===== config.mk =====
export PLATFORM = sky130hd
export DESIGN_NAME = mem_access_unit
export DESIGN_NICKNAME = d
export VERILOG_FILES = /design/src/rtl/mem_access_unit.sv
export SDC_FILE = /design/constraint.sdc
export NUM_CORES = 1
export LEC_CHECK = 0
export ABC_AREA = 1
export CAP_MARGIN = 40
export CORE_UTILIZATION = 45
export CTS_CLUSTER_SIZE = 8
export DETAILED_ROUTE_END_ITERATION = 7
export PLACE_DENSITY = 0.81
export SYNTH_ARGS = -nofsm -noshare
export SYNTH_HDL_FRONTEND = slang
export SYNTH_SLANG_ARGS = --single-unit

===== constraint.sdc =====
create_clock -name CLK -period 5.3 [get_ports CLK]
set_input_delay 0.53 -clock CLK [delete_from_list [all_inputs] [get_ports CLK]]
set_output_delay 0.53 -clock CLK [all_outputs]
set_load 0.02 [all_outputs]

===== src/rtl/mem_access_unit.sv =====
// mem_access_unit: multi-cycle load/store initiator between the core MEM stage
// and a word-wide data memory. Sub-word stores are done as read-modify-write
// because the memory only has a full-word write enable.
module mem_access_unit #(
  parameter logic [31:0] ADDR_LIMIT = 32'h0000_0400
) (
  input  logic        CLK,
  input  logic        RST,
  input  logic        req_valid,
  output logic        req_ready,
  input  logic        req_we,
  input  logic [1:0]  req_size,
  input  logic        req_signed,
  input  logic [31:0] req_addr,
  input  logic [31:0] req_wdata,
  output logic        rsp_valid,
  output logic [31:0] rsp_rdata,
  output logic        rsp_fault,
  output logic [31:0] mem_A,
  output logic [31:0] mem_WD,
  output logic        mem_WE,
  input  logic [31:0] mem_RD
);

  typedef enum logic [2:0] {
    S_IDLE,
    S_LOAD,
    S_READ,
    S_STORE,
    S_RESP
  } state_t;

  state_t      state_q, state_d;
  logic [31:0] addr_q;
  logic [1:0]  size_q;
  logic        signed_q;
  logic [31:0] wdata_q, wdata_d;
  logic [31:0] rdata_q, rdata_d;
  logic        fault_q, fault_d;
  logic        accept;
  logic        req_fault;

  // Select the addressed lane of a memory word and sign/zero-extend it.
  function automatic logic [31:0] load_extract(input logic [31:0] word,
                                               input logic [1:0]  off,
                                               input logic [1:0]  size,
                                               input logic        sgn);
    logic [31:0] lane;
    lane = word >> {off, 3'b000};
    case (size)
      2'b00:   return sgn ? {{24{lane[7]}}, lane[7:0]} : {24'b0, lane[7:0]};
      2'b01:   return sgn ? {{16{lane[15]}}, lane[15:0]} : {16'b0, lane[15:0]};
      default: return word;
    endcase
  endfunction

  // Replace the store lanes of the old memory word with right-aligned store data.
  function automatic logic [31:0] store_merge(input logic [31:0] old,
                                              input logic [31:0] wd,
                                              input logic [1:0]  off,
                                              input logic [1:0]  size);
    logic [31:0] mask;
    case (size)
      2'b00:   mask = 32'h0000_00FF;
      2'b01:   mask = 32'h0000_FFFF;
      default: mask = 32'hFFFF_FFFF;
    endcase
    mask = mask << {off, 3'b000};
    return (old & ~mask) | ((wd << {off, 3'b000}) & mask);
  endfunction

  assign req_fault = (req_size == 2'b11)
                   | ((req_size == 2'b01) & req_addr[0])
                   | ((req_size == 2'b10) & (|req_addr[1:0]))
                   | (req_addr >= ADDR_LIMIT);

  assign accept    = req_valid & req_ready;
  assign rsp_rdata = rdata_q;
  assign rsp_fault = fault_q;

  // Next-state, memory port and handshake decode; reset forces all outputs quiet.
  always_comb begin
    state_d   = state_q;
    wdata_d   = wdata_q;
    rdata_d   = rdata_q;
    fault_d   = fault_q;
    req_ready = 1'b0;
    rsp_valid = 1'b0;
    mem_A     = 32'h0;
    mem_WD    = 32'h0;
    mem_WE    = 1'b0;
    case (state_q)
      S_IDLE: begin
        req_ready = 1'b1;
        if (req_valid) begin
          wdata_d = req_wdata;
          if (req_fault) begin
            rdata_d = 32'h0;
            fault_d = 1'b1;
            state_d = S_RESP;
          end else if (!req_we) begin
            state_d = S_LOAD;
          end else if (req_size == 2'b10) begin
            state_d = S_STORE;
          end else begin
            state_d = S_READ;
          end
        end
      end
      S_LOAD: begin
        mem_A   = {addr_q[31:2], 2'b00};
        rdata_d = load_extract(mem_RD, addr_q[1:0], size_q, signed_q);
        fault_d = 1'b0;
        state_d = S_RESP;
      end
      S_READ: begin
        mem_A   = {addr_q[31:2], 2'b00};
        wdata_d = store_merge(mem_RD, wdata_q, addr_q[1:0], size_q);
        state_d = S_STORE;
      end
      S_STORE: begin
        mem_A   = {addr_q[31:2], 2'b00};
        mem_WD  = wdata_q;
        mem_WE  = 1'b1;
        rdata_d = 32'h0;
        fault_d = 1'b0;
        state_d = S_RESP;
      end
      S_RESP: begin
        rsp_valid = 1'b1;
        state_d   = S_IDLE;
      end
      default: state_d = S_IDLE;
    endcase
    if (RST) begin
      req_ready = 1'b0;
      rsp_valid = 1'b0;
      mem_A     = 32'h0;
      mem_WD    = 32'h0;
      mem_WE    = 1'b0;
    end
  end

  // Control state and response registers, synchronously reset.
  always_ff @(posedge CLK) begin
    if (RST) begin
      state_q <= S_IDLE;
      rdata_q <= 32'h0;
      fault_q <= 1'b0;
    end else begin
      state_q <= state_d;
      rdata_q <= rdata_d;
      fault_q <= fault_d;
    end
  end

  // Request fields latched on acceptance; store word carried through the RMW.
  always_ff @(posedge CLK) begin
    wdata_q <= wdata_d;
    if (accept) begin
      addr_q   <= req_addr;
      size_q   <= req_size;
      signed_q <= req_signed;
    end
  end

endmodule


Word-level counts from Yosys, hierarchy flattened
Index checks and enable logic that the tools add are counted.
{"block": "word_totals", "reg_bits": 103, "output_inout_bits": 100, "elab_cells": 70}
{"block": "classes", "magnitude_cmp": 1, "n_eq_ne": 10, "shift": 3, "n_mux": 28, "n_bitwise": 10, "reduce_logical": 11}
{"cell": "32-bit 2-to-1 mux", "n": 10}
{"cell": "32-bit one-hot mux with 2 select lines", "n": 3}
{"cell": "32-bit one-hot mux with 3 select lines", "n": 1}
{"cell": "32-bit AND", "n": 2}
{"cell": "32-bit by 5-bit << shifter with 32-bit output", "n": 2}
{"cell": "32-bit by 11-bit greater-or-equal comparator with 1-bit output, second input constant", "n": 1}
{"cell": "32-bit NOT", "n": 1}
{"cell": "32-bit OR", "n": 1}
{"cell": "32-bit by 5-bit >> shifter with 16-bit output", "n": 1}
{"cell": "1-bit 2-to-1 mux", "n": 9}
{"cell": "3-bit one-hot mux with 3 select lines", "n": 1}
{"cell": "3-bit by 2-bit == test with 1-bit output, second input constant", "n": 2}
{"cell": "3-bit 2-to-1 mux", "n": 2}
{"cell": "3-bit AND reduction", "n": 2}
{"cell": "2-bit by 1-bit == test with 1-bit output, second input constant", "n": 2}
{"cell": "2-bit == test, second input constant", "n": 2}
{"cell": "2-bit != test, second input constant", "n": 2}
{"cell": "2-bit nonzero test", "n": 2}
{"cell": "2-bit OR reduction", "n": 2}
{"cell": "1-bit AND", "n": 3}
{"cell": "3-bit by 1-bit == test with 1-bit output, second input constant", "n": 1}
{"cell": "3-bit == test, second input constant", "n": 1}
{"cell": "3-bit zero test", "n": 1}
{"cell": "1-bit OR", "n": 3}
{"cell": "other kinds (6)", "n": 6}

Depth between registers and ports, before layout
{"block": "depth", "word_depth": 8, "ltp_mapped": 10, "ltp_nobuf": 9}

Least setup slack after synthesis
Ideal clock, no wire load.
{"block": "synth_path", "path_type": "in2reg", "startpoint": "input port RST", "endpoint": "register addr_q[0] (enable)", "setup_ns": 0.471, "arrival_time_ns": 3.373, "path_slack_ns": 1.456, "cell_stages": 4, "path_cell_list": "clkbuf_1 nor2_1 inv_1 nor3_1"}
{"block": "synth_between", "elab_chain_cells": 2}
{"element": "start: declaration", "line": "8", "text": "input logic RST,"}
{"element": "1-bit 2-to-1 mux", "line": "135", "text": "if (RST) begin"}
{"element": "1-bit AND", "line": "77", "text": "assign accept = req_valid & req_ready;"}
{"element": "via accept", "line": "40", "text": "logic accept;"}
{"element": "end signal: assignment", "line": "161", "text": "addr_q <= req_addr;"}
{"element": "end: declaration", "line": "34", "text": "logic [31:0] addr_q;"}
The timed path passes the listed nets, and every way through them passes these cells.
A chain may end at the register's enable or synchronous reset.

Final worst setup path
{"block": "layout_path", "startpoint": "input port RST", "endpoint": "output port mem_A[23]"}
{"block": "layout_between", "elab_chain_cells": 1}
{"element": "32-bit 2-to-1 mux", "line": "135"}
{"element": "end: declaration", "line": "19", "text": "output logic [31:0] mem_A,"}
No other way between the ends.

==> Flow_metrics.wiki <==
{| class="wikitable"
! Metric !! Value
|-
| Family with the most delay on the worst path || buffers and inverters
|-
| Period utilization || 58.49%
|-
| Clk slew on worst S/H paths || 0.06 ns
|-
| Data required time at the worst endpoint || 4.77 ns
|-
| WS Path Type || input pin to output pin
|-
| Total length of routed wires || 17990 um
|-
| Slew HR || 42.19%
|-
| Maximum level of the CTS H-tree || 3
|-
| Clock skew after layout || 0.008073 ns
|-
| Total count of hold-check failures in the final report || 0
|-
| Final instance count without filler cells || 1099
|-
| Clock tree sinks || 103
|-
| # resized after CTS || 0
|-
| Internal cell power || 0.001430 W
|-
| Number of warning messages in the yosys log || 0
|-
| Fraction of registers with async set or reset after synthesis || 0%
|-
| Number of nets at the end of the flow || 1029
|-
| Area of the mapped netlist || 5575 um^2
|-
| WL met2 || 8245 um
|-
| Fraction of power consumed by sequential logic || 47.9%
|-
| Slowest cell on crit path || clkdlybuf4s50_1
|-
| Hold Path Class || flop to flop
|-
| Number of input and output port buffers inserted || 200
|-
| Synthesized netlist cell count || 746
|-
| Maximum clock rate || 322.6 MHz
|-
| Switching power total || 0.0004576 W
|-
| Clock network latency to the later pin of the worst-skew pair || 0.35 ns
|-
| Setup crit end kind || output pin
|-
| Routability-driven placement congestion ratio || 0.9358
|-
| Max layer used || met4
|-
| Clk Tree Root Cell || clkbuf_16
|-
| Pin count of the biggest net entering global routing || 44
|-
| Aggregate global-route resource usage || 28.13%
|-
| Number of distinct library cell variants in the gate-level netlist after synthesis || 30
|-
| Predominant post-synthesis flop cell || edfxtp_1
|-
| Number of clock buffers inserted by TritonCTS || 9
|-
| Power share of the combinational group || 13.5%
|-
| Number of flops mapped to enable cells by yosys || 67
|-
| Number of synthesized register bits || 103
|-
| Number of search-and-repair iterations in the first detailed-routing pass || 5
|-
| Minimum clock period after layout || 3.100 ns
|-
| Top fanout value on the critical path || 24
|-
| Total global routing overflow || 0
|-
| Count of vias placed by the detailed router || 5733
|-
| Antenna violations before repair || 0
|-
| Initial cell density of the core || 46.22%
|-
| Worst Tran Pin Value || 0.8619 ns
|-
| Peak ir drop on the vdd network || 0.1458 mV
|-
| Estimated wirelength of the detail-placed design || 13610 um
|-
| Fraction of layout cells with a size suffix above 1 || 4.296%
|-
| Power per standard cell area || 233.9 nW/um^2
|-
| Total met3 wirelength after detailed routing || 1912 um
|-
| Detailed-route DRC error count || 0
|-
| DIE WIDTH || 113.3 um
|-
| Number of routed nets with antenna violations || 0
|-
| Setup repair after global routing missed its margin || false
|-
| Worst path buffer plus inverter count || 3
|-
| Cells along the critical path || clkdlybuf4s50_1 > nor2_2 > buf_16 > nand2_1 > nor2_1 > clkdlybuf4s50_1
|-
| Delay of the slowest critical-path stage || 0.61 ns
|-
| Mean Syn Cell Area || 7.474 um^2
|-
| Clock tree from TritonCTS || built
|-
| Number of max-slew violations in the final report || 0
|-
| Placeable core region || 12060 um^2
|-
| Cell row count || 40
|-
| Element type at the critical path start || input pin
|-
| Seq/Total Area, Yosys || 49.01%
|-
| Leakage power summed over all cells || 3.163 nW
|-
| Detailed-routing wirelength on met1 || 7254 um
|-
| Hold buffer count at CTS || 0
|-
| Die area || 12840 um^2
|-
| I/O pins || 203
|-
| Setup fix buffers added after clock tree synthesis || 0
|-
| Number of max-capacitance violations reported || 0
|-
| Switching portion of total power || 24.24%
|-
| Chip height || 113.3 um
|-
| DR iter-0 viols || 571
|-
| Cell Count Post-Placement || 1083
|-
| Crit path top cell by count || clkdlybuf4s50_1
|-
| Vias/cell || 5.217
|-
| Buffer depth of the longest clock path || 2
|-
| Number of diodes || 0
|-
| Status || complete, no violations
|-
| Number of global-route vias before repair || 5248
|-
| Post-Route Setup TNS || 0 ns
|-
| Critical path arrival || 2.57 ns
|-
| Synth-to-Final Area Change || 44.75%
|-
| Clock power share || 38.5%
|-
| Final-report setup violation count || 0
|-
| Wire length of the first global-routing pass || 27610 um
|-
| Mean routed wirelength per cell || 16.37 um
|}
-- through the flow --
step / hold slack [ns] / power [W] / cell area, um^2 / setup WS, ns / utilization [%]
5_1_grt: 0.4855 / 0.001944 / 8070 / 2.048 / 66.91
6_report: 0.4643 / 0.001887 / 8070 / 2.200 / 66.91
2_1_floorplan: 0.5216 / 0.001038 / 5579 / 1.456 / -
3_5_place_dp: 0.4553 / 0.001174 / 7740 / 2.175 / 64.17
4_1_cts: 0.4660 / 0.001886 / 8070 / 2.162 / 66.91
3_3_place_gp: 0.4486 / 0.001160 / 7620 / 1.815 / 63.17
-- tightest hold or removal path, stage by stage, from the launching register on --
cell and delay [ns]:
dfxtp_1 0.31, nand2_1 0.06, a21oi_1 0.05
-- placed cells by master (no fill, tap or decap), types with 7 or more instances in the layout --
cell type | synthesis | final
edfxtp_1 | 67 | 67
clkdlybuf4s50_1 | 0 | 200
o221ai_1 | 7 | 7
a21oi_1 | 65 | 65
nand2_1 | 180 | 180
o211ai_1 | 7 | 7
clkbuf_16 | 0 | 11
nor2_1 | 131 | 130
inv_1 | 79 | 79
buf_4 | 7 | 7
o22ai_1 | 18 | 18
dfxtp_1 | 36 | 36
o21ai_0 | 83 | 83
-- cells in the mapped netlist (3+ instances only) --
cell type / number / area, um^2
o22ai_1: 18 / 112.6
inv_1: 79 / 296.5
nor2_2: 3 / 18.77
a31oi_1: 3 / 18.77
o21ai_0: 83 / 415.4
a21oi_1: 65 / 325.3
buf_4: 7 / 52.55
edfxtp_1: 67 / 2012
nand2_1: 180 / 675.7
o221ai_1: 7 / 61.31
o211ai_1: 7 / 52.55
nand3_1: 6 / 30.03
buf_2: 11 / 55.05
nor2_1: 131 / 491.7
dfxtp_1: 36 / 720.7
clkbuf_1: 24 / 90.09
-- power by group through the flow --
| stage | clock network, W | registers (W) | logic [W] |
|---|---|---|---|
| after CTS | 0.000728 | 0.000905 | 0.000253 |
| after detailed placement | 0 | 0.000922 | 0.000251 |
| after global placement | 0 | 0.000926 | 0.000235 |
| after floorplan | 0 | 0.000918 | 0.000121 |
| final | 0.000727 | 0.000905 | 0.000256 |
| after global routing | 0.000760 | 0.000907 | 0.000276 |
-- per-layer routing --
layer  up-vias  track usage [%]
li1       2790                -
met1      2586            35.57
met2       314            45.81
met3        43            7.659
met4         0            11.14
met5         -                0
-- cell families after synthesis --
logic type,synth area share (%)
DFF,49.01
AOI/OAI and AO/OA,18.16
and+or+nand+nor,23.50
other,0.06726
buffers and inverters,9.268
-- cell type report --
cell class | instances | area (um^2)
Multi-Input combinational cell | 519 | 2337
Fill cell | 1028 | 3991
Inverter | 82 | 307.8
Clock buffer | 13 | 282.8
Sequential cell | 103 | 2733
Clock inverter | 3 | 47.55
Tap cell | 168 | 210.2
Timing Repair Buffer | 211 | 2152
-- worst paths after layout --
kind         slack [ns]  cells past startpoint                  startpoint                         end
min                0.46                      2  rsp_rdata[16]$_SDFFE_PP0P_  rsp_rdata[16]$_SDFFE_PP0P_
max reg2reg        2.40                      7         addr_q[0]$_DFFE_PP_                        flop
min reg2reg        0.46                      2  rsp_rdata[16]$_SDFFE_PP0P_  rsp_rdata[16]$_SDFFE_PP0P_
max                2.20                      6                         RST                   mem_A[23]
No activity file was read; power rests on OpenSTA's default activity.
